**config.mk**
```make
export PLATFORM = sky130hd
export DESIGN_NAME = cheri_trvk_multi_stage
export DESIGN_NICKNAME = d
export VERILOG_FILES = /design/src/rtl/cheri_pkg.sv /design/src/rtl/cheri_rr_arb.sv /design/src/rtl/cheri_trvk_multi_stage.sv
export SDC_FILE = /design/constraint.sdc
export NUM_CORES = 1
export LEC_CHECK = 0
export BUFFER_PORTS_ARGS = -buffer_cell sky130_fd_sc_hd__buf_2
export CAP_MARGIN = 40
export CORE_AREA = 2 2 131 133
export CTS_BUF_LIST = sky130_fd_sc_hd__clkbuf_8 sky130_fd_sc_hd__clkbuf_16
export DETAILED_ROUTE_END_ITERATION = 7
export DIE_AREA = 0 0 133 135
export PLACE_DENSITY_LB_ADDON = 0.1
export SKIP_CTS_REPAIR_TIMING = 1
export SKIP_LAST_GASP = 1
export SYNTH_ARGS = -nofsm -noshare
export SYNTH_HDL_FRONTEND = slang
export SYNTH_SLANG_ARGS = --single-unit
```
**constraint.sdc**
```tcl
create_clock -name clk_i -period 14.2 [get_ports clk_i]
set_input_delay 0.71 -clock clk_i [delete_from_list [all_inputs] [get_ports clk_i]]
set_output_delay 0.71 -clock clk_i [all_outputs]
set_load 0.01 [all_outputs]
```
**src/rtl/cheri_pkg.sv**
```systemverilog
// Shared CHERI capability types and helpers for the temporal-revocation check path.
// Latency: n/a (types and pure functions only).
// Backpressure: n/a.
// Contents: reg_cap_t, get_bound33(), trvk_req_t, cap_is_sealed().
package cheri_pkg;

  localparam int unsigned TOP_W   = 9;
  localparam int unsigned EXP_W   = 5;
  localparam int unsigned PERMS_W = 5;
  // Widest request tag / channel index any instance may carry through the pipe.
  localparam int unsigned MaxIdW  = 8;
  localparam int unsigned MaxChW  = 3;

  typedef struct packed {
    logic               valid;
    logic [TOP_W-1:0]   top;
    logic [TOP_W-1:0]   base;
    logic [EXP_W-1:0]   exp;
    logic [PERMS_W-1:0] cperms;
    logic               top_cor;
    logic               base_cor;
  } reg_cap_t;

  typedef struct packed {
    reg_cap_t          cap;
    logic [31:0]       data;
    logic [MaxIdW-1:0] id;
    logic [MaxChW-1:0] ch;
  } trvk_req_t;

  // Rebuild a 33-bit bound from its compressed field, the address and the
  // region correction (cor = 2'b11 means the bound lies one block below addr).
  function automatic logic [32:0] get_bound33(logic [TOP_W-1:0] top_or_base,
                                              logic [1:0]       cor,
                                              logic [EXP_W-1:0] exp_val,
                                              logic [31:0]      addr);
    logic [32:0] cor_val;
    logic [32:0] mask;
    logic [32:0] result;
    cor_val = cor[1] ? {33{1'b1}} : {32'h0, cor[0]};
    cor_val = (cor_val << exp_val) << TOP_W;
    mask    = ({33{1'b1}} << exp_val) << TOP_W;
    result  = (({1'b0, addr} & mask) + cor_val) | ({24'h0, top_or_base} << exp_val);
    return result;
  endfunction

  // Sealed: no global/execute-class bits but a non-zero otype-style field.
  function automatic logic cap_is_sealed(logic [PERMS_W-1:0] cperms);
    return (cperms[4:3] == 2'b00) && (|cperms[2:0]);
  endfunction

endpackage

```
**src/rtl/cheri_rr_arb.sv**
```systemverilog
// Round-robin arbiter, one-hot grant; pointer moves to granted+1 after every grant.
// Latency: combinational grant, pointer updates on the clock edge.
// Backpressure: none internally; grant is forced to zero while rst_i is high.
// Ports: clk_i, rst_i, req_i[NumReq] requests, gnt_o[NumReq] one-hot grant.
module cheri_rr_arb #(
  parameter int unsigned NumReq = 2
) (
  input  logic              clk_i,
  input  logic              rst_i,
  input  logic [NumReq-1:0] req_i,
  output logic [NumReq-1:0] gnt_o
);

  localparam int unsigned ChW  = (NumReq > 1) ? $clog2(NumReq) : 1;
  localparam int unsigned IdxW = ChW + 1;

  logic [ChW-1:0] rr_q;
  logic [ChW-1:0] rr_d;

  always_comb begin
    logic [IdxW-1:0] idx;
    logic [IdxW-1:0] nxt;
    logic            found;
    gnt_o = '0;
    rr_d  = rr_q;
    found = 1'b0;
    idx   = '0;
    nxt   = '0;
    // Scan from the pointer upwards, wrapping; first requester wins.
    for (int i = 0; i < NumReq; i++) begin
      idx = IdxW'(rr_q) + IdxW'(i);
      if (idx >= IdxW'(NumReq)) idx = idx - IdxW'(NumReq);
      if (!found && !rst_i && req_i[idx[ChW-1:0]]) begin
        found                = 1'b1;
        gnt_o[idx[ChW-1:0]]  = 1'b1;
        nxt                  = idx + 1'b1;
        if (nxt == IdxW'(NumReq)) nxt = '0;
        rr_d                 = nxt[ChW-1:0];
      end
    end
  end

  always_ff @(posedge clk_i or posedge rst_i) begin
    if (rst_i) rr_q <= '0;
    else       rr_q <= rr_d;
  end

endmodule

```
**src/rtl/cheri_trvk_multi_stage.sv**
```systemverilog
// Multi-requester revocation check: arbitrate, look up capability base in the TSMap, return clear-tag verdict.
// Latency: fixed 2 cycles from handshake to response; one-word lookup cache skips redundant map reads.
// Backpressure: none on responses; requests only wait for the round-robin grant (1 accept per cycle).
// Ports: req_* per-channel capability requests, tsmap_* map read port (1-cycle read), map_wr_i cache
//        invalidate, rsp_* one-hot verdict with echoed id and clear-tag flag.
module cheri_trvk_multi_stage
  import cheri_pkg::*;
#(
  parameter int unsigned NumReq       = 2,
  parameter logic [31:0] HeapBase     = 32'h2001_0000,
  parameter int unsigned TSMapWords   = 1024,
  parameter int unsigned GranuleShift = 3,
  parameter int unsigned IdWidth      = 5,
  localparam int unsigned AddrW       = $clog2(TSMapWords)
) (
  input  logic               clk_i,
  input  logic               rst_i,
  input  logic [NumReq-1:0]  req_valid_i,
  output logic [NumReq-1:0]  req_ready_o,
  input  reg_cap_t           req_cap_i  [NumReq],
  input  logic [31:0]        req_data_i [NumReq],
  input  logic [IdWidth-1:0] req_id_i   [NumReq],
  output logic               tsmap_cs_o,
  output logic [AddrW-1:0]   tsmap_addr_o,
  input  logic [31:0]        tsmap_rdata_i,
  input  logic               map_wr_i,
  output logic [NumReq-1:0]  rsp_valid_o,
  output logic [IdWidth-1:0] rsp_id_o,
  output logic               rsp_clrtag_o
);

  logic [NumReq-1:0] gnt;
  trvk_req_t         sel;

  cheri_rr_arb #(.NumReq(NumReq)) u_arb (
    .clk_i (clk_i),
    .rst_i (rst_i),
    .req_i (req_valid_i),
    .gnt_o (gnt)
  );

  assign req_ready_o = gnt;

  always_comb begin
    sel = '0;
    for (int i = 0; i < NumReq; i++) begin
      if (gnt[i]) begin
        sel.cap  = req_cap_i[i];
        sel.data = req_data_i[i];
        sel.id   = MaxIdW'(req_id_i[i]);
        sel.ch   = MaxChW'(i);
      end
    end
  end

  // Accept register: holds the request during its lookup cycle.
  logic      s1_vld;
  trvk_req_t s1;

  always_ff @(posedge clk_i or posedge rst_i) begin
    if (rst_i) begin
      s1_vld <= 1'b0;
      s1     <= '0;
    end else begin
      s1_vld <= |gnt;
      if (|gnt) s1 <= sel;
    end
  end

  // Lookup: decode base into map word/bit and decide cache hit vs map read.
  logic [32:0]      bnd33;
  logic [31:0]      base32;
  logic [31:0]      off;
  logic [31:0]      wrd32;
  logic [4:0]       bidx;
  logic             chk;
  logic             hit;
  logic             cache_vld_q;
  logic [AddrW-1:0] cache_addr_q;
  logic [31:0]      cache_word_q;

  always_comb begin
    bnd33  = get_bound33(s1.cap.base, {2{s1.cap.base_cor}}, s1.cap.exp, s1.data);
    base32 = bnd33[31:0];
    off    = base32 - HeapBase;
    wrd32  = off >> (GranuleShift + 5);
    bidx   = off[GranuleShift +: 5];
    chk    = s1_vld && s1.cap.valid && (base32 >= HeapBase) &&
             (wrd32 < 32'(TSMapWords)) && !cap_is_sealed(s1.cap.cperms);
    // A same-cycle map write makes the cached word untrustworthy.
    hit    = cache_vld_q && (cache_addr_q == wrd32[AddrW-1:0]) && !map_wr_i;
  end

  assign tsmap_cs_o   = chk && !hit;
  assign tsmap_addr_o = tsmap_cs_o ? wrd32[AddrW-1:0] : '0;

  // Respond stage. The cached word is snapshotted on a hit so that a later
  // invalidate cannot disturb a request already in flight.
  logic              s2_vld;
  logic [MaxChW-1:0] s2_ch;
  logic [MaxIdW-1:0] s2_id;
  logic              s2_chk;
  logic [4:0]        s2_bit;
  logic              s2_use_cache;
  logic [31:0]       s2_snap;
  logic [AddrW-1:0]  s2_addr;

  always_ff @(posedge clk_i or posedge rst_i) begin
    if (rst_i) begin
      s2_vld       <= 1'b0;
      s2_ch        <= '0;
      s2_id        <= '0;
      s2_chk       <= 1'b0;
      s2_bit       <= '0;
      s2_use_cache <= 1'b0;
      s2_snap      <= '0;
      s2_addr      <= '0;
    end else begin
      s2_vld       <= s1_vld;
      s2_ch        <= s1.ch;
      s2_id        <= s1.id;
      s2_chk       <= chk;
      s2_bit       <= bidx;
      s2_use_cache <= chk && hit;
      s2_snap      <= cache_word_q;
      s2_addr      <= wrd32[AddrW-1:0];
    end
  end

  logic [31:0] word;

  always_comb begin
    rsp_valid_o = '0;
    for (int i = 0; i < NumReq; i++) begin
      if (s2_vld && (s2_ch == MaxChW'(i))) rsp_valid_o[i] = 1'b1;
    end
    word         = s2_use_cache ? s2_snap : tsmap_rdata_i;
    rsp_id_o     = s2_vld ? s2_id[IdWidth-1:0] : '0;
    rsp_clrtag_o = s2_vld && s2_chk && word[s2_bit];
  end

  // Fill from a map read consumed in S2; any map write wins over the fill.
  always_ff @(posedge clk_i or posedge rst_i) begin
    if (rst_i) begin
      cache_vld_q  <= 1'b0;
      cache_addr_q <= '0;
      cache_word_q <= '0;
    end else if (map_wr_i) begin
      cache_vld_q  <= 1'b0;
    end else if (s2_vld && s2_chk && !s2_use_cache) begin
      cache_vld_q  <= 1'b1;
      cache_addr_q <= s2_addr;
      cache_word_q <= tsmap_rdata_i;
    end
  end

  logic unused_ok;
  assign unused_ok = ^{s1.cap.top, s1.cap.top_cor, bnd33[32], off, s2_id};

endmodule

```
======== Yosys cells after proc, flatten, opt, wreduce, memory -nomap -nowiden ========
Cells that the tools add are included.
cells by class
  shift-type cells ........................ 3
  muxes and demuxes ....................... 29
  equality and inequality tests ........... 4
  bitwise operators ....................... 4
  $add $sub $neg .......................... 7
  order comparisons ....................... 9
  reduce and logical (&&, ||, !) cells .... 32
operator list
  cell                                                                 number
  two-way mux 74 bit                                                   2
  two-way mux 33 bit                                                   1
  left shift 33 x 5 -> 23 bit                                          1
  left shift 33 x 5 -> 23 bit, first input constant                    1
  adder 32 bit                                                         1
  AND 32 bit                                                           1
  greater-or-equal comparator 32 x 30 -> 1 bit, second input constant  1
  two-way mux 32 bit                                                   1
  bitwise OR 32 bit                                                    1
  left shift 9 x 5 -> 32 bit                                           1
  subtractor 32 x 30 -> 32 bit, second input constant                  1
  < comparator 24 x 11 -> 1 bit, second input constant                 1
  logical AND 1 bit                                                    19
  two-way mux 1 bit                                                    16
  equality test 10 bit                                                 1
  two-way mux 10 bit                                                   1
  two-way mux 2 bit                                                    4
  zero test 1 bit                                                      6
  < comparator 5 x 6 -> 1 bit, second input constant                   1
  binary-select mux 1 bit (select 5 bit)                               1
  two-way mux 5 bit                                                    1
  adder 2 x 1 -> 2 bit, second input constant                          2
  equality test 2 bit, second input constant                           2
  < comparator 1 x 2 -> 1 bit, second input constant                   2
  16 further kinds                                                     19
word-level totals
  output and inout port bits .............. 21
  word-level logic and storage cells ...... 109
  input bits .............................. 173
  bits in registers ....................... 164

======== Logic depth before layout (Yosys ltp) ========
Gate-level depths: netlist of the first run.
  depth in word-level cells ............... 12
  gate-level depth with buffers ........... 22
  depth with buffers taken out ............ 18

======== Cells and area by module ========
From an unflattened synthesis of the first run, not the netlist that was laid out.
second synthesis, totals
  cell total of the unflattened synthesis .. 882
  area, all modules ....................... 9066.2 um2
modules (own cells, without submodules)
  module                  area each (um2)  times used  cells each  seq. area each (um2)
  cheri_trvk_multi_stage  8996.1           1           874         3753.6
  cheri_rr_arb            70.1             1           8           25.0

======== Worst setup path before layout of the first run ========
OpenSTA, ideal clock, no wires.
  path type ............................... input -> output
  start point ............................. input rst_i
  end point ............................... output req_ready_o[1]
  path slack .............................. 8496 ps
  data arrival time ....................... 4994 ps
  path buffers ............................ 2
  data required time ...................... 13490 ps
  stages .................................. 5
  cell sequence ........................... inv_1 > nand2_1 > a21oi_1 > clkbuf_1 > buf_4
on the way
  longest elaborated chain between the ends .. 7
  elaborated cells between the ends (all ways) .. 9
  classes of those cells .................. 3 x mux; 1 x bitwise; 5 x reduce/logical
ends and longest elaborated chain
  what                            line                          RTL
  start, declared                 cheri_trvk_multi_stage.sv:17  input logic rst_i,
  zero test 1 bit *               cheri_rr_arb.sv:33            if (!found && !rst_i && req_i[idx[ChW-1:0]]) begin
  logical AND 1 bit               cheri_rr_arb.sv:33
  two-way mux 1 bit               cheri_rr_arb.sv:33
  zero test 1 bit                 cheri_rr_arb.sv:33
  logical AND 1 bit (2 in a row)  cheri_rr_arb.sv:33
  two-way mux 2 bit *             cheri_rr_arb.sv:33
  end, declared                   cheri_trvk_multi_stage.sv:19  output logic [NumReq-1:0] req_ready_o,
Mark *: on every way between the ends. The rest lies on a longest branch, timed or not.

======== Worst setup path after layout of the first run ========
  start point ............................. register s1[54] (netlist name)
  end point ............................... output tsmap_addr_o[3]
on the way
  longest elaborated chain between the ends .. 11
  elaborated cells between the ends (all ways) .. 18
  classes of those cells .................. 2 x add/sub; 2 x order compare; 1 x eq/ne; 3 x shift; 1 x mux; 2 x bitwise; 7 x reduce/logical
ends and longest elaborated chain
  what                                                                   line                          RTL
  start, declared                                                        cheri_trvk_multi_stage.sv:58  trvk_req_t s1;
  start signal, assigned                                                 cheri_trvk_multi_stage.sv:66  if (|gnt) s1 <= sel;
  left shift 33 x 5 -> 23 bit                                            cheri_pkg.sv:42               mask = ({33{1'b1}} << exp_val) << TOP_W;
  AND 32 bit                                                             cheri_pkg.sv:43               result = (({1'b0, addr} & mask) + cor_val) | ({24'h0, top_or_base} << exp_val);
  adder 32 bit                                                           cheri_pkg.sv:43
  bitwise OR 32 bit *                                                    cheri_pkg.sv:43
  subtractor 32 x 30 -> 32 bit *                                         cheri_trvk_multi_stage.sv:85  off = base32 - HeapBase;
  named net off[17]                                                      cheri_trvk_multi_stage.sv:73  logic [31:0] off;
  branches (longest 4 deep; another with < comparator 24 x 11 -> 1 bit)  --
  logical AND 1 bit *                                                    cheri_trvk_multi_stage.sv:94  assign tsmap_cs_o = chk && !hit;
  two-way mux 10 bit *                                                   cheri_trvk_multi_stage.sv:95  assign tsmap_addr_o = tsmap_cs_o ? wrd32[AddrW-1:0] : '0;
  end, declared                                                          cheri_trvk_multi_stage.sv:24  output logic [AddrW-1:0] tsmap_addr_o,
Mark *: on every way through the listed nets, which the timed path passes.

==> results of run 1 <==
critical path, stage by stage (launching register included):
cell and delay [ns]:
dfrtp_1 0.37, inv_1 0.47, nand2_1 0.40, inv_1 0.21, nand2_1 0.14, nor3_1 0.28
ha_1 0.34, a211o_1 0.31, a21o_4 0.26, a211oi_1 0.34, o211a_1 0.33, ha_1 0.33
xor2_1 0.18, a2111oi_0 0.33, o21ai_0 0.15, nor4_1 0.24, nand4b_1 0.45, nand3_1 0.26
nor3_2 0.05, buf_2 0.17
final cells by class:
type	count	area, sq um
flip-flops and latches	151	3780
well taps	220	275
fillers	1348	5880
multi-input cells	581	4700
repair buffers	169	921
clock inverters	14	150
clock buffers	17	425
inverters	73	279
placed cells by master, fill, tap and decap left out, types with 28 or more instances in the layout:
cell,count
o21ai_0,28
inv_1,75
a21oi_1,41
a222oi_1,50
nor2_1,43
nor3_1,31
mux2_2,48
nand2_1,46
buf_2,155
dfrtp_1,151
power by group through the flow:
stage | combinational (mW) | sequential [mW] | clock, mW
after floorplan | 0.379 | 0.505 | 0
after CTS | 0.490 | 0.517 | 0.450
after global routing | 0.543 | 0.523 | 0.470
after detailed placement | 0.487 | 0.525 | 0
final | 0.497 | 0.517 | 0.441
after global placement | 0.483 | 0.522 | 0
layer usage:
metal	global-route usage (%)	vias up	routed length, um
li1	-	3496	-
met1	35.8	3542	10000
met2	45.1	293	11400
met3	5.11	35	1330
met4	8.48	0	522
met5	0	-	0
metrics by stage:
step	power [mW]	cell area, sq um
after floorplan	0.884	9000
after global placement	1.01	9900
after detailed placement	1.01	9950
after CTS	1.46	10500
after global routing	1.54	10500
final	1.46	10500
kinds of logic after synthesis:
family	Yosys count
AO/OA/AOI/OAI	208
XOR/XNOR	20
adder cells (fa/ha/maj)	25
buffers and inverters	134
flip-flops	151
multiplexers	85
AND/OR/NAND/NOR	243
worst max path at each step:
stage / to / cells after the start / from
2_1_floorplan: req_ready_o[1] / 5 / rst_i
3_3_place_gp: tsmap_addr_o[8] / 19 / s1[54]
3_5_place_dp: tsmap_addr_o[3] / 19 / s1[54]
4_1_cts: tsmap_addr_o[3] / 19 / s1[54]
5_1_grt: tsmap_addr_o[7] / 19 / s1[54]
6_report: tsmap_addr_o[3] / 19 / s1[54]
registers in the layout, summed over array words and instances (netlist names):
| name | count |
|---|---|
| u_arb.rr_q | 1 |
| s2_use_cache | 1 |
| cache_word_q | 32 |
| s1 | 50 |
| s2_ch | 1 |
| s2_snap | 32 |
| cache_vld_q | 1 |
| cache_addr_q | 10 |
| s2_bit | 5 |
| s2_id | 5 |
| s2_addr | 10 |
| s1_vld | 1 |
| s2_vld | 1 |
| s2_chk | 1 |
==> key figures, run 1 <==
Run status
  • Status: finished with violations
  • Violated checks: DRC

Die
  • Std-Cell Rows: 47
  • Ports: 194
  • Initial Util: 54.9%
  • Core ar.: 16,400 sq um
  • Die W: 133 um
  • Die H: 135 um
  • Full die area: 18,000 sq um

Final layout
  • Layout cells sized above 1: 30.8%
  • Fin nets: 1,191
  • Final core occ: 64.2%
  • Non-filler cells, final: 1,225
  • Ant diodes: 0
  • Synth-to-layout area growth: 17.0%

Synth
  • Area leader, netlist: dfrtp_1
  • Post-Synth Simple-Gate Area: 14.7%
  • Top cells by area, synth: dfrtp_1 (42%), mux4_2 (6.3%), mux2_2 (6.0%), a222oi_1 (5.6%), ha_1 (3.3%)
  • Post-synth top area share: 42.0%
  • Post-synth top cells: dfrtp_1 (151), inv_1 (73), a222oi_1 (50)
  • XOR/XNOR Fraction of Synth Area: 2.03%
  • Compound-cell area share of the yosys netlist: 17.9%
  • Adder-cell share of the synthesized area: 3.56%
  • Ys Warns: 0
  • Combinational family with the most area after synthesis: compound AO/OA/AOI/OAI gates
  • Post-Syn Area per Cell: 10.4 sq um
  • Syn Std Cell Area: 9000 sq um
  • Number of synthesized flops with an enable pin: 0
  • Most common cell in the netlist: dfrtp_1
  • Post-synthesis mux area share: 13.7%
  • Flops & latches, synth: 151
  • Mapped Cells: 866
  • FFs w/ async S/R, synth: 100%
  • Top_reg_cell synth: dfrtp_1
  • Sequential area share after synthesis: 42.0%
  • Net count after synthesis: 1,064
  • Yosys cell types: 80

Placed design
  • Placed wire-length estimate: 17,100 um
  • Dpl ws: 8.01 ns
  • RD Place Congestion: 0.958
  • I/O Buffers: 155
  • Placed insts: 1,194

Route
  • WL per Instance: 19.0 um
  • Routed WL: 23,300 um
  • Total number of vias: 7,366
  • DRC errors left: 8
  • Vias/cell: 6.01
  • ANT nets after route: 0
  • First drt pass iteration count: 8
  • Initial drt markers: 701

Timing
  • Clock skew: 0.0108 ns
  • Final critical-path share of the clock period: 47.5%
  • Setup ws final: 7.46 ns
  • Relative slew margins: 47.1%
  • Max Slew Vio Count: 0
  • Fmax: 0.148 GHz
  • Setup_tns: 0 ns
  • Worst-Margin Slew: 0.794 ns
  • RSZ-0062 raised after global routing: no
  • Final hold viol count: 0
  • Finish-stage setup viols: 0
  • Final Hold Slack: 0.269 ns
  • Final critical path time including I/O delays and setup: 6.74 ns

Clocking
  • Clock H-tree levels: 4
  • Clock Tree Buf Depth: 2
  • Worst skew pair latency: 0.42 ns
  • Clk slew on worst S/H paths: 0.06 ns
  • Clk root buf: clkbuf_16
  • Total number of clock tree sinks: 151
  • TritonCTS clock tree: done
  • TritonCTS buffer count: 17

Hold path
  • Worst hold path type: in -> async

Flow run
  • # Max-Cap Violations: 0

Critical path
  • Crit-path max FO: 17
  • R2r worst-path depth: 17
  • Critical Path AT: 6.03 ns
  • Required @ worst endpoint: 13.49 ns
  • Worst R2R Start: s1[54]
  • Reg2reg end: s2_use_cache
  • Reg2Reg Setup Slack: 8.63 ns
  • Critical Path Start Type: register
  • Crit. End Element: output port
  • Critical path class: reg -> out

Power
  • PwrDens: 138 nW/um^2
  • Peak VDD IR: 0.0859 mV
  • Int Power: 938 uW
  • Combinational share of power: 34.1%
  • P_leak: 5.02 nW
  • Net Switching: 517 uW
  • Flop pwr share: 35.5%
  • Switching Fraction: 35.6%
  • Clock network power share: 30.3%

Global route
  • Largest net degree at the start of global routing: 63
  • Vias in the first global route: 7,309
  • Antenna violations before repair: 0
  • First-pass GRT wire length: 38,200 um
  • GR Util All Layers: 26.9%
  • Total grt overflow: 0
Power figures use the tool's default switching activity.
==> run 2, diff against run 1 <==
--- a/config.mk
+++ b/config.mk
@@ -7,10 +7,10 @@
 export LEC_CHECK = 0
 export BUFFER_PORTS_ARGS = -buffer_cell sky130_fd_sc_hd__buf_2
 export CAP_MARGIN = 40
-export CORE_AREA = 2 2 131 133
+export CORE_AREA = 2 2 138 140
 export CTS_BUF_LIST = sky130_fd_sc_hd__clkbuf_8 sky130_fd_sc_hd__clkbuf_16
 export DETAILED_ROUTE_END_ITERATION = 7
-export DIE_AREA = 0 0 133 135
+export DIE_AREA = 0 0 140 142
 export PLACE_DENSITY_LB_ADDON = 0.1
 export SKIP_CTS_REPAIR_TIMING = 1
 export SKIP_LAST_GASP = 1
==> constraint.sdc (replaced) <==
create_clock -name clk_i -period 5.73 [get_ports clk_i]
set_input_delay 0.2865 -clock clk_i [delete_from_list [all_inputs] [get_ports clk_i]]
set_output_delay 0.2865 -clock clk_i [all_outputs]
set_load 0.01 [all_outputs]
==> run 2 against run 1 <==
Against the previous run: design area increased by 1.1%; the flow still finishes with violations (DRC); register-to-register slack got worse by 7.6 ns; critical path type unchanged; combinational power increased by 150%; critical path depth decreased by 1; highest routed layer unchanged; sequential power increased by 150%; sequential share of layout area decreased by 0.38 points; largest power group unchanged; non-clock buffer count increased by 8.
==> key figures, run 2 (same netlist as run 1, synthesis figures left out) <==
Critical path
  • Slowest CP cell: dfrtp_1
  • Required @ worst endpoint: 5.44 ns
  • Crit path launch: s1[51]
  • Reg2Reg Setup Slack: 1.02 ns
  • Worst-path cell chain: nor2_1 > nand2_1 > nor2_1 > ha_1 > a211oi_1 > o211ai_1 > and3b_1 > or3b_2 > ha_1 > xor2_1 > a2111oi_0 > o21ai_0 > nor4_1 > nand4b_1 > buf_4 > nand3_1 > nor3_2 > buf_2
  • Critical Path Start Type: register
  • Crit. End Element: output port
  • Slowest stage delay, CP: 0.49 ns
  • Critical Path AT: 5.15 ns
  • Worst R2R Start: s1[51]
  • Critical path class: reg -> out
  • CP bufs+invs: 2
  • Crit-path max FO: 12
  • CP top delay family: simple AND/OR/NAND/NOR gates

Power
  • Switching Fraction: 35.1%
  • Final Total Pwr: 3.69 mW
  • P_leak: 5.07 nW
  • Net Switching: 1.30 mW
  • Combinational share of power: 33.7%
  • PwrDens: 347 nW/um^2
  • Peak VDD IR: 0.193 mV
  • Int Power: 2.40 mW
  • Flop pwr share: 34.8%
  • Clock network power share: 31.5%

Final layout
  • Commonest non-fill, non-tap cell in the layout: buf_2
  • Synth-to-layout area growth: 18.3%
  • Final core occ: 57.7%
  • Max reg flops: 50
  • Commonest non-fill, non-tap cells in the layout: buf_2 (155), dfrtp_1 (150), inv_1 (74)
  • Multi-input gate area: 4710 sq um
  • Fin nets: 1,199
  • FILL cells: 1,617
  • Top Registers: s1: 50 flops, cache_word_q: 32 flops, s2_snap: 32 flops
  • Biggest register: s1
  • Layout cells sized above 1: 31.6%
  • Ant diodes: 0
  • Register area: 3780 sq um

Die
  • Full die area: 19,900 sq um
  • Die H: 142 um
  • Std-Cell Rows: 50
  • Initial Util: 48.8%
  • Core ar.: 18,500 sq um
  • Die W: 140 um
  • Ports: 194

Clocking
  • Clk root buf: clkbuf_16
  • Clk slew on worst S/H paths: 0.06 ns
  • Clock H-tree levels: 4
  • TritonCTS buffer count: 17
  • Worst skew pair latency: 0.43 ns
  • TritonCTS clock tree: done
  • Total number of clock tree sinks: 151
  • Clock Tree Buf Depth: 2

Route
  • First drt pass iteration count: 8
  • Total number of vias: 7,410
  • Routed WL: 23,400 um
  • DRC errors left: 6
  • Initial drt markers: 672
  • WL per Instance: 18.8 um
  • ANT nets after route: 0
  • Vias/cell: 5.94

Run status
  • Status: finished with violations
  • Violated checks: DRC

Timing
  • Fmax: 0.184 GHz
  • Final hold viol count: 0
  • Final critical path time including I/O delays and setup: 5.44 ns
  • Setup ws final: 0.294 ns
  • Worst-Margin Slew: 0.736 ns
  • Max Slew Vio Count: 0
  • Clock skew: 0.0131 ns
  • Final Hold Slack: 0.0662 ns
  • Final critical-path share of the clock period: 94.9%
  • Finish-stage setup viols: 0
  • Relative slew margins: 50.9%

Global route
  • GR Util All Layers: 24.4%
  • Largest net degree at the start of global routing: 76
  • Total grt overflow: 0
  • First-pass GRT wire length: 38,500 um
  • Antenna violations before repair: 0
  • Vias in the first global route: 7,246

Placed design
  • I/O Buffers: 155
  • Placed wire-length estimate: 17,600 um
  • RD Place Congestion: 0.929
  • Dpl ws: 0.472 ns

Flow run
  • # Max-Cap Violations: 0

Hold path
  • Worst hold path type: in -> reg
  • Hold path start: req_id_i[9]
-- run 2: cell types whose count changed in the layout (fill, tap and decap cells not counted), sizes merged --
| cell | previous run | this run |
|---|---|---|
| buf | 169 | 176 |
| clkbuf | 17 | 18 |
| inv | 80 | 79 |
| bufinv | 2 | 3 |
| dlygate4sd3 | 0 | 1 |
| clkinv | 3 | 2 |
-- run 2: final timing paths --
path                                    to  depth (start not counted)
setup / recovery           tsmap_addr_o[1]                         18
hold / removal                       s1[7]                          3
setup reg to reg              s2_use_cache                         16
hold reg to reg                 s2_snap[4]                          0
max in group asynchronous      cache_vld_q                          5
min in group asynchronous         s2_id[3]                          3
-- run 2: per-layer routing --
metal / global-route usage (%) / wire length [um] / vias to the layer above
li1: - / - / 3503
met1: 32.9 / 10300 / 3625
met2: 40.8 / 11300 / 255
met3: 5.32 / 1390 / 27
met4: 5.64 / 388 / 0
met5: 0 / 0 / -
-- run 2: stage by stage --
| stage | area (sq um) | instances | TNS (ns) |
|---|---|---|---|
| floorplan | 9000 | 866 | 0 |
| global placement | 9970 | 1213 | 0 |
| detailed placement | 10000 | 1214 | 0 |
| CTS | 10600 | 1245 | -0.0945 |
| global route | 10600 | 1247 | -0.0805 |
| finish | 10600 | 1247 | 0 |
-- run 2: final cells by class --
cell class              instances  share of cell area (%)
inverters                      73                    2.62
multi-input cells             581                    44.3
clock buffers                  18                    4.13
clock inverters                13                    1.62
flip-flops and latches        151                    35.5
well taps                     234                    2.75
repair buffers                177                    9.09
-- run 2: worst min-delay path: stages --
cell,delay [ns]
buf_2,0.07
a222oi_1,0.05
inv_1,0.05
-- run 2: power groups by stage --
stage                     registers (mW)  logic [mW]  clock network [mW]
after detailed placement            1.31        1.22                   0
after floorplan                     1.25       0.939                   0
after CTS                           1.29        1.23                1.18
after global routing                1.30        1.37                1.23
final                               1.28        1.24                1.16
after global placement              1.30        1.21                   0
==> run 3, diff against run 2 <==
--- a/config.mk
+++ b/config.mk
@@ -7,10 +7,10 @@
 export LEC_CHECK = 0
 export BUFFER_PORTS_ARGS = -buffer_cell sky130_fd_sc_hd__buf_2
 export CAP_MARGIN = 40
-export CORE_AREA = 2 2 138 140
+export CORE_AREA = 2 2 193 195
 export CTS_BUF_LIST = sky130_fd_sc_hd__clkbuf_8 sky130_fd_sc_hd__clkbuf_16
 export DETAILED_ROUTE_END_ITERATION = 7
-export DIE_AREA = 0 0 140 142
+export DIE_AREA = 0 0 195 197
 export PLACE_DENSITY_LB_ADDON = 0.1
 export SKIP_CTS_REPAIR_TIMING = 1
 export SKIP_LAST_GASP = 1
==> run 3 against run 2 <==
Against the previous run: the run now ends clean; largest power group is now combinational logic; register-to-register slack better by 0.05 ns; first-iteration DRC count fell by 19%; non-clock buffer count is 11 higher; via count up 0.31%; combinational power rose by 7%; design area is 4.2% higher; power grew 3.6%; sequential share of layout area shrank 1.4 points; sequential cell count is the same; hold slack worse by 0.011 ns.
==> key figures, run 3 (same netlist as run 1, synthesis figures left out) <==
Clocking
  • TritonCTS buffer count: 17
  • Worst skew pair latency: 0.44 ns
  • Clock Tree Buf Depth: 2
  • Total number of clock tree sinks: 151
  • TritonCTS clock tree: done
  • Clk root buf: clkbuf_16
  • Clock H-tree levels: 4
  • Clk slew on worst S/H paths: 0.07 ns

Final layout
  • Layout cells sized above 1: 32.5%
  • Max reg flops: 50
  • FILL cells: 3,830
  • Non-filler cells, final: 1,496
  • Multi-input gate area: 4710 sq um
  • Commonest non-fill, non-tap cell in the layout: buf_2
  • Top Registers: s1: 50 flops, cache_word_q: 32 flops, s2_snap: 32 flops
  • Biggest register: s1
  • Register area: 3780 sq um
  • Commonest non-fill, non-tap cells in the layout: buf_2 (155), dfrtp_1 (151), inv_1 (73)
  • Synth-to-layout area growth: 23.2%
  • Fin nets: 1,210

Critical path
  • R2r worst-path depth: 14
  • Critical Path AT: 5.00 ns
  • Worst R2R Start: s1[53]
  • Critical path class: reg -> out
  • Reg2reg end: s2_use_cache
  • Required @ worst endpoint: 5.44 ns
  • Reg2Reg Setup Slack: 1.07 ns
  • Crit path launch: s1[53]
  • Crit. End Element: output port
  • Critical Path Start Type: register
  • Crit-path max FO: 11

Timing
  • Worst-Margin Slew: 0.789 ns
  • Finish-stage setup viols: 0
  • Max Slew Vio Count: 0
  • Final hold viol count: 0
  • Final critical path time including I/O delays and setup: 5.28 ns
  • Final critical-path share of the clock period: 92.2%
  • Final Hold Slack: 0.0548 ns
  • Fmax: 0.189 GHz
  • Relative slew margins: 47.0%
  • Clock skew: 0.0142 ns

Global route
  • First-pass GRT wire length: 46,900 um
  • Antenna violations before repair: 3
  • Total grt overflow: 0
  • Largest net degree at the start of global routing: 54
  • GR Util All Layers: 16.1%
  • Vias in the first global route: 7,614

Die
  • Ports: 194
  • Full die area: 38,400 sq um
  • Std-Cell Rows: 70
  • Die W: 195 um
  • Initial Util: 24.8%
  • Core ar.: 36,300 sq um
  • Die H: 197 um

Route
  • Vias/cell: 4.97
  • ANT nets after route: 0
  • WL per Instance: 20.0 um
  • DRC errors left: 0
  • Total number of vias: 7,433
  • First drt pass iteration count: 7
  • Routed WL: 29,900 um
  • Initial drt markers: 545

Power
  • PwrDens: 345 nW/um^2
  • P_leak: 5.15 nW
  • Peak VDD IR: 0.183 mV

Hold path
  • WHS Endpoint: s1[3]
  • Hold path depth: 3
  • Hold path start: req_id_i[5]
  • Worst hold path type: in -> reg

Run status
  • Status: finished, final reports clean

Placed design
  • I/O Buffers: 155
  • Placed insts: 1,457
  • Placed wire-length estimate: 23,000 um
  • RD Place Congestion: 0.837

Flow run
  • # Max-Cap Violations: 0
[run 3: layout make-up]
cell class,instances,share of cell area (%)
timing repair buffer,188,10.0
clock inverter,15,1.73
tap,468,5.28
multi-input combinational,581,42.5
clock buffer,17,3.84
antenna,3,0.0677
inverter,73,2.52
sequential,151,34.1
[run 3: critical path: stages (launching register included)]
cell	delay, ns
dfrtp_1	0.44
or2_2	0.38
nor2_1	0.25
and3_1	0.22
ha_1	0.29
o211ai_1	0.25
o211ai_1	0.17
and3b_1	0.20
or3b_2	0.49
ha_1	0.38
xor2_1	0.19
a2111oi_1	0.29
o21ai_0	0.14
nor4_1	0.20
nand4b_1	0.16
buf_4	0.21
nand3_1	0.11
nor3_2	0.05
buf_2	0.14
[run 3: where the power goes]
part           internal [mW]  switching (mW)  leakage (nW)
logic                  0.533           0.800          2.93
registers               1.19          0.0993          1.92
clock network          0.698           0.505         0.302
[run 3: how the worst max path moves through the flow]
stage / endpoint / slack, ns / cells after the start
finish: tsmap_addr_o[6] / 0.45 / 18
detailed placement: tsmap_addr_o[6] / 0.55 / 17
global placement: tsmap_addr_o[9] / 0.52 / 17
global route: tsmap_addr_o[5] / -0.06 / 18
CTS: tsmap_addr_o[6] / 0.02 / 19
floorplan: s1[26] / 0.80 / 5
[run 3: stage by stage]
step | setup TNS, ns | utilization (%) | setup WS, ns | instance area [sq um] | total power, mW
6_report | 0 | 30.6 | 0.446 | 11100 | 3.82
5_1_grt | -0.409 | 30.6 | -0.0561 | 11100 | 4.09
4_1_cts | 0 | 30.4 | 0.0249 | 11000 | 3.89
3_5_place_dp | 0 | 28.7 | 0.549 | 10400 | 2.65
3_3_place_gp | 0 | 28.4 | 0.517 | 10300 | 2.62
2_1_floorplan | 0 | - | 0.797 | 9000 | 2.19
[run 3: per-layer routing]
| metal | global-route usage (%) | wire (um) | up-vias |
|---|---|---|---|
| met5 | 0 | 13 | - |
| met1 | 22.4 | 14400 | 3651 |
| met3 | 3.64 | 1470 | 22 |
| met2 | 25.2 | 13500 | 213 |
| met4 | 4.13 | 408 | 2 |
| li1 | - | - | 3545 |
